**src/rtl/cpu_init_loader.sv**
```systemverilog
// cpu_init_loader: streams a 40-bit word source into the CPU's BTB, BHT and
// register file, holds the CPU in init for a few cycles, then releases it.
// Words are consumed in order: BTB entries, then BHT entries, then registers.
module cpu_init_loader #(
   parameter int BTB_DEPTH = 256,
   parameter int BHT_DEPTH = 256,
   parameter int REG_DEPTH = 32,
   parameter int HOLD_CYC  = 4
) (
   input  logic        clk,
   input  logic        rst,
   input  logic        go,
   input  logic        in_valid,
   input  logic [39:0] in_data,
   output logic        in_ready,
   output logic [7:0]  btb_addr,
   output logic [39:0] btb_init,
   output logic        btb_we,
   output logic [7:0]  bht_addr,
   output logic [1:0]  bht_init,
   output logic        bht_we,
   output logic [4:0]  reg_addr,
   output logic [31:0] reg_init,
   output logic        reg_we,
   output logic        rst_switch,
   output logic        start_switch,
   output logic        busy,
   output logic        done
);

   typedef enum logic [2:0] {
      S_IDLE, S_BTB, S_BHT, S_REG, S_HOLD, S_RUN
   } state_t;

   // Terminal index values; the single index counter also times HOLD.
   localparam logic [8:0] BTB_LAST  = 9'(BTB_DEPTH - 1);
   localparam logic [8:0] BHT_LAST  = 9'(BHT_DEPTH - 1);
   localparam logic [8:0] REG_LAST  = 9'(REG_DEPTH - 1);
   localparam logic [8:0] HOLD_LAST = 9'(HOLD_CYC - 1);

   state_t      r_state, w_state_next;
   logic [8:0]  r_idx, w_idx_next;
   logic        w_accept;

   logic [7:0]  r_btb_addr;
   logic [39:0] r_btb_init;
   logic        r_btb_we;
   logic [7:0]  r_bht_addr;
   logic [1:0]  r_bht_init;
   logic        r_bht_we;
   logic [4:0]  r_reg_addr;
   logic [31:0] r_reg_init;
   logic        r_reg_we;

   // Next-state, index advance and state-decoded status outputs.
   always_comb begin
      w_state_next = r_state;
      w_idx_next   = r_idx;
      w_accept     = 1'b0;
      in_ready     = 1'b0;
      rst_switch   = 1'b0;
      start_switch = 1'b0;
      busy         = 1'b0;
      done         = 1'b0;
      case (r_state)
         S_IDLE: begin
            if (go) begin
               w_state_next = S_BTB;
               w_idx_next   = 9'd0;
            end
         end
         S_BTB: begin
            in_ready   = 1'b1;
            rst_switch = 1'b1;
            busy       = 1'b1;
            w_accept   = in_valid;
            if (in_valid) begin
               if (r_idx == BTB_LAST) begin
                  w_idx_next   = 9'd0;
                  w_state_next = S_BHT;
               end else begin
                  w_idx_next = r_idx + 9'd1;
               end
            end
         end
         S_BHT: begin
            in_ready   = 1'b1;
            rst_switch = 1'b1;
            busy       = 1'b1;
            w_accept   = in_valid;
            if (in_valid) begin
               if (r_idx == BHT_LAST) begin
                  w_idx_next   = 9'd0;
                  w_state_next = S_REG;
               end else begin
                  w_idx_next = r_idx + 9'd1;
               end
            end
         end
         S_REG: begin
            in_ready   = 1'b1;
            rst_switch = 1'b1;
            busy       = 1'b1;
            w_accept   = in_valid;
            if (in_valid) begin
               if (r_idx == REG_LAST) begin
                  w_idx_next   = 9'd0;
                  w_state_next = S_HOLD;
               end else begin
                  w_idx_next = r_idx + 9'd1;
               end
            end
         end
         S_HOLD: begin
            // The first HOLD cycle is the one carrying the final reg_we.
            rst_switch = 1'b1;
            busy       = 1'b1;
            if (r_idx == HOLD_LAST) begin
               w_idx_next   = 9'd0;
               w_state_next = S_RUN;
            end else begin
               w_idx_next = r_idx + 9'd1;
            end
         end
         S_RUN: begin
            start_switch = 1'b1;
            done         = 1'b1;
            if (go) begin
               w_state_next = S_BTB;
               w_idx_next   = 9'd0;
            end
         end
         default: begin
            w_state_next = S_IDLE;
            w_idx_next   = 9'd0;
         end
      endcase
   end

   // State and index register.
   always_ff @(posedge clk) begin
      if (rst) begin
         r_state <= S_IDLE;
         r_idx   <= 9'd0;
      end else begin
         r_state <= w_state_next;
         r_idx   <= w_idx_next;
      end
   end

   // Write ports: one-cycle strobe after each accept; address/data hold otherwise.
   always_ff @(posedge clk) begin
      if (rst) begin
         r_btb_addr <= '0;
         r_btb_init <= '0;
         r_btb_we   <= 1'b0;
         r_bht_addr <= '0;
         r_bht_init <= '0;
         r_bht_we   <= 1'b0;
         r_reg_addr <= '0;
         r_reg_init <= '0;
         r_reg_we   <= 1'b0;
      end else begin
         r_btb_we <= w_accept && (r_state == S_BTB);
         r_bht_we <= w_accept && (r_state == S_BHT);
         r_reg_we <= w_accept && (r_state == S_REG);
         if (w_accept && (r_state == S_BTB)) begin
            r_btb_addr <= r_idx[7:0];
            r_btb_init <= in_data;
         end
         if (w_accept && (r_state == S_BHT)) begin
            r_bht_addr <= r_idx[7:0];
            r_bht_init <= in_data[1:0];
         end
         if (w_accept && (r_state == S_REG)) begin
            r_reg_addr <= r_idx[4:0];
            r_reg_init <= in_data[31:0];
         end
      end
   end

   assign btb_addr = r_btb_addr;
   assign btb_init = r_btb_init;
   assign btb_we   = r_btb_we;
   assign bht_addr = r_bht_addr;
   assign bht_init = r_bht_init;
   assign bht_we   = r_bht_we;
   assign reg_addr = r_reg_addr;
   assign reg_init = r_reg_init;
   assign reg_we   = r_reg_we;

endmodule

```
**config.mk**
```make
export PLATFORM = sky130hd
export DESIGN_NAME = cpu_init_loader
export DESIGN_NICKNAME = d
export VERILOG_FILES = /design/src/rtl/cpu_init_loader.sv
export SDC_FILE = /design/constraint.sdc
export NUM_CORES = 1
export LEC_CHECK = 0
export ABC_CLOCK_PERIOD_IN_PS = 2700
export BUFFER_PORTS_ARGS = -buffer_cell sky130_fd_sc_hd__buf_4
export CAP_MARGIN = 20
export CORE_ASPECT_RATIO = 2
export CORE_MARGIN = 2
export CORE_UTILIZATION = 30
export DETAILED_ROUTE_END_ITERATION = 6
export GPL_TIMING_DRIVEN = 0
export PLACE_DENSITY = 0.59
export SYNTH_ARGS = -nofsm -noshare
export SYNTH_HDL_FRONTEND = slang
export SYNTH_SLANG_ARGS = --single-unit
```
**constraint.sdc**
```tcl
create_clock -name clk -period 2.7 [get_ports clk]
set_input_delay 0.405 -clock clk [delete_from_list [all_inputs] [get_ports clk]]
set_output_delay 0.405 -clock clk [all_outputs]
set_load 0.02 [all_outputs]
```
==> flow_metrics.tcl <==
set metrics [dict create \
    wirelength_um 13200 \
    async_flop_share 0 \
    tns_ns 0 \
    period_needed_ns 2.39 \
    areaGrowthSynthToFinish_pct 37.7 \
    grt_pass1_vias 4102 \
    slew_headroom 0.586 \
    netlist.area_leader.share 0.513 \
    crit_buf_inv 1 \
    skew_ns 0.0104 \
    nets 739 \
    cpMaxStageDelayCell "dfxtp_1" \
    critPathKind "flop to flop" \
    io_pins 147 \
    post-route-drc-count 0 \
    required_ns 2.95 \
    crit_family "simple AND/OR/NAND/NOR gates" \
    die_height_um 173 \
    p_leak_nw 2.40 \
    htree_levels 3 \
    finalSetupViolCount 0 \
    max_freq_mhz 418 \
    cp.arrival_ns 2.65 \
    worstPathMaxFanout 8 \
    antenna_found_initial 0 \
    yosys_register_bits 110 \
    dp_hpwl_um 10400 \
    via_per_inst 4.71 \
    std_cell_rows 61 \
    synth_fp_nets 583 \
    synthCells 535 \
    path_cells "ha_1 > and3_1 > and3_1 > nand3_1 > inv_1 > ha_1 > or3_4 > nand3_4 > nor2_4 > nor4_2" \
    grt_pass1_wl_um 20500 \
    fin_crit_sh 0.886 \
    ys_top_cells_by_count "195 x nand2_1, 110 x dfxtp_1, 102 x a21oi_1" \
    dr.pass1.iters 4 \
    synth_cell_types 41 \
    synth_edf_count 0 \
    post_route_cells_drive_above_1_share 0.289 \
    wl_per_cell_um 14.9 \
    synthTopCellsByArea "dfxtp_1 51%, nand2_1 17%, a21oi_1 12%, clkbuf_1 1.7%, buf_2 1.6%" \
    tritoncts "built" \
    port_buffers 145 \
    ys_seq_area_frac 0.513 \
    grt-ovfl-total 0 \
    drt_iter0_markers 175 \
    final_hold_viol_count 0 \
    yosysMostFrequentCell "nand2_1" \
    outcome "completed" \
    grtUsageTotal 0.171 \
    synth_largest_area_cell "dfxtp_1" \
    clock_sinks 110 \
    postCtsResizedCells 0 \
    die_w_um 88.6 \
    yosys_warnings 0 \
    nFillCells 1478 \
    synth_ff_type "dfxtp_1" \
    slew_viol_final 0 \
    syn_area_um2 4300 \
    clk_pin_slew_ns 0.08 \
    power_density_nw_per_um2 666 \
    tightest_slew_ns 0.622 \
    cts_setup_buffers 0 \
    cts_made_buffers 9 \
    dr_total_vias 4168 \
    critPathCaptureType "flop" \
    die-area_um2 15400 \
    cts_max_path_buffers 2 \
    ctsHoldBuffers 0 \
    avgSynthCellArea_um2 8.03 \
    finalWeightedCongestion 0.826 \
    max_cap_viol_count 0 \
    grt_max_degree 20 \
    cts_root_buf "clkbuf_16" \
    hp-class "primary input to flop" \
    ant_nets 0 \
    peakVddDrop_mv 0.416 \
    grt_setup_unrepaired "no" \
    floorplan.core_area_um2 14000 \
    crit_path_max_incr_delay_ns 0.41 \
    diodes 0 \
    insertion_delay_ns 0.35 \
    whs_ns 0.298 \
    start_util 0.308 \
    critPathLaunchType "flop" \
]
==> worst paths after layout <==
kind | slack [ns] | startpoint | cells after the start | end
hold reg to reg | 0.46 | btb_init[9]$_SDFFE_PP0P_ | 2 | btb_init[9]$_SDFFE_PP0P_
hold / removal | 0.30 | in_data[32] | 3 | btb_init[32]$_SDFFE_PP0P_
setup reg to reg | 0.31 | r_idx[0]$_SDFFE_PP0P_ | 10 | r_idx[6]$_SDFFE_PP0P_
setup / recovery | 0.31 | r_idx[0]$_SDFFE_PP0P_ | 10 | r_idx[6]$_SDFFE_PP0P_
==> cell families after synthesis <==
family	synth area share
XOR/XNOR	0.00408
flip-flops	0.513
adder cells (fa/ha/maj)	0.0116
buffers and inverters	0.0530
AND/OR/NAND/NOR	0.259
multiplexers	0.00233
AO/OA/AOI/OAI	0.158
==> worst min-delay path, delay by kind of cell <==
kind | cells | cell delay, ns
compound gates | 1 | 0.05
buf+inv | 1 | 0.11
simple gates | 1 | 0.04
==> per-layer routing <==
layer | GRT usage | part of all wire
met1 | 0.179 | 0.37
met2 | 0.322 | 0.56
met3 | 0.0295 | 0.045
met4 | 0.0694 | 0.026
met5 | 0 | 0
==> cell type report <==
class                           instances  area (um^2)  area share
Sequential cell                       110         2200       0.372
Clock inverter                          6         55.1     0.00931
Buffer                                 42          213      0.0360
Tap cell                              189          236      0.0400
Inverter                                4         15.0     0.00254
Timing Repair Buffer                  145         1090       0.184
Clock buffer                           10          239      0.0404
Multi-Input combinational cell        379         1870       0.316
==> per-stage QoR <==
| step | total power [mW] | cells | setup slack (ns) | instance area, um^2 | util |
|---|---|---|---|---|---|
| after floorplan | 2.34 | 535 | 0.610 | 4300 | - |
| after global placement | 2.67 | 869 | 0.361 | 5620 | 0.402 |
| after detailed placement | 2.69 | 869 | 0.327 | 5620 | 0.402 |
| after CTS | 3.99 | 885 | 0.308 | 5920 | 0.424 |
| after global routing | 4.12 | 885 | 0.177 | 5920 | 0.424 |
| final | 3.94 | 885 | 0.308 | 5920 | 0.424 |
==> where the power goes <==
group	switching (mW)	internal, mW	total [mW]
Combinational	0.521	0.332	0.854
Sequential	0.0679	1.72	1.79
Clock	0.633	0.667	1.30
Total	1.22	2.72	3.94
==> registers in the layout (all words and copies together), names as in the netlist <==
name,count
bht_we,1
r_idx,9
btb_init,40
btb_addr,8
reg_init,32
reg_addr,5
btb_we,1
reg_we,1
bht_addr,8
r_state,3
bht_init,2
==> cell usage in the layout, fill, tap and decap left out, types with 4 or more instances in the layout <==
cell type and n:
nand2_1 195, buf_4 151, dfxtp_1 110, a21oi_1 102, clkbuf_1 20, nor2_1 16
buf_2 14, and3_1 10, clkbuf_16 9, nand3_1 8, nor4_2 5, o21ai_0 5
inv_1 4, ha_1 4
No activity file was read; power rests on OpenSTA's default activity.
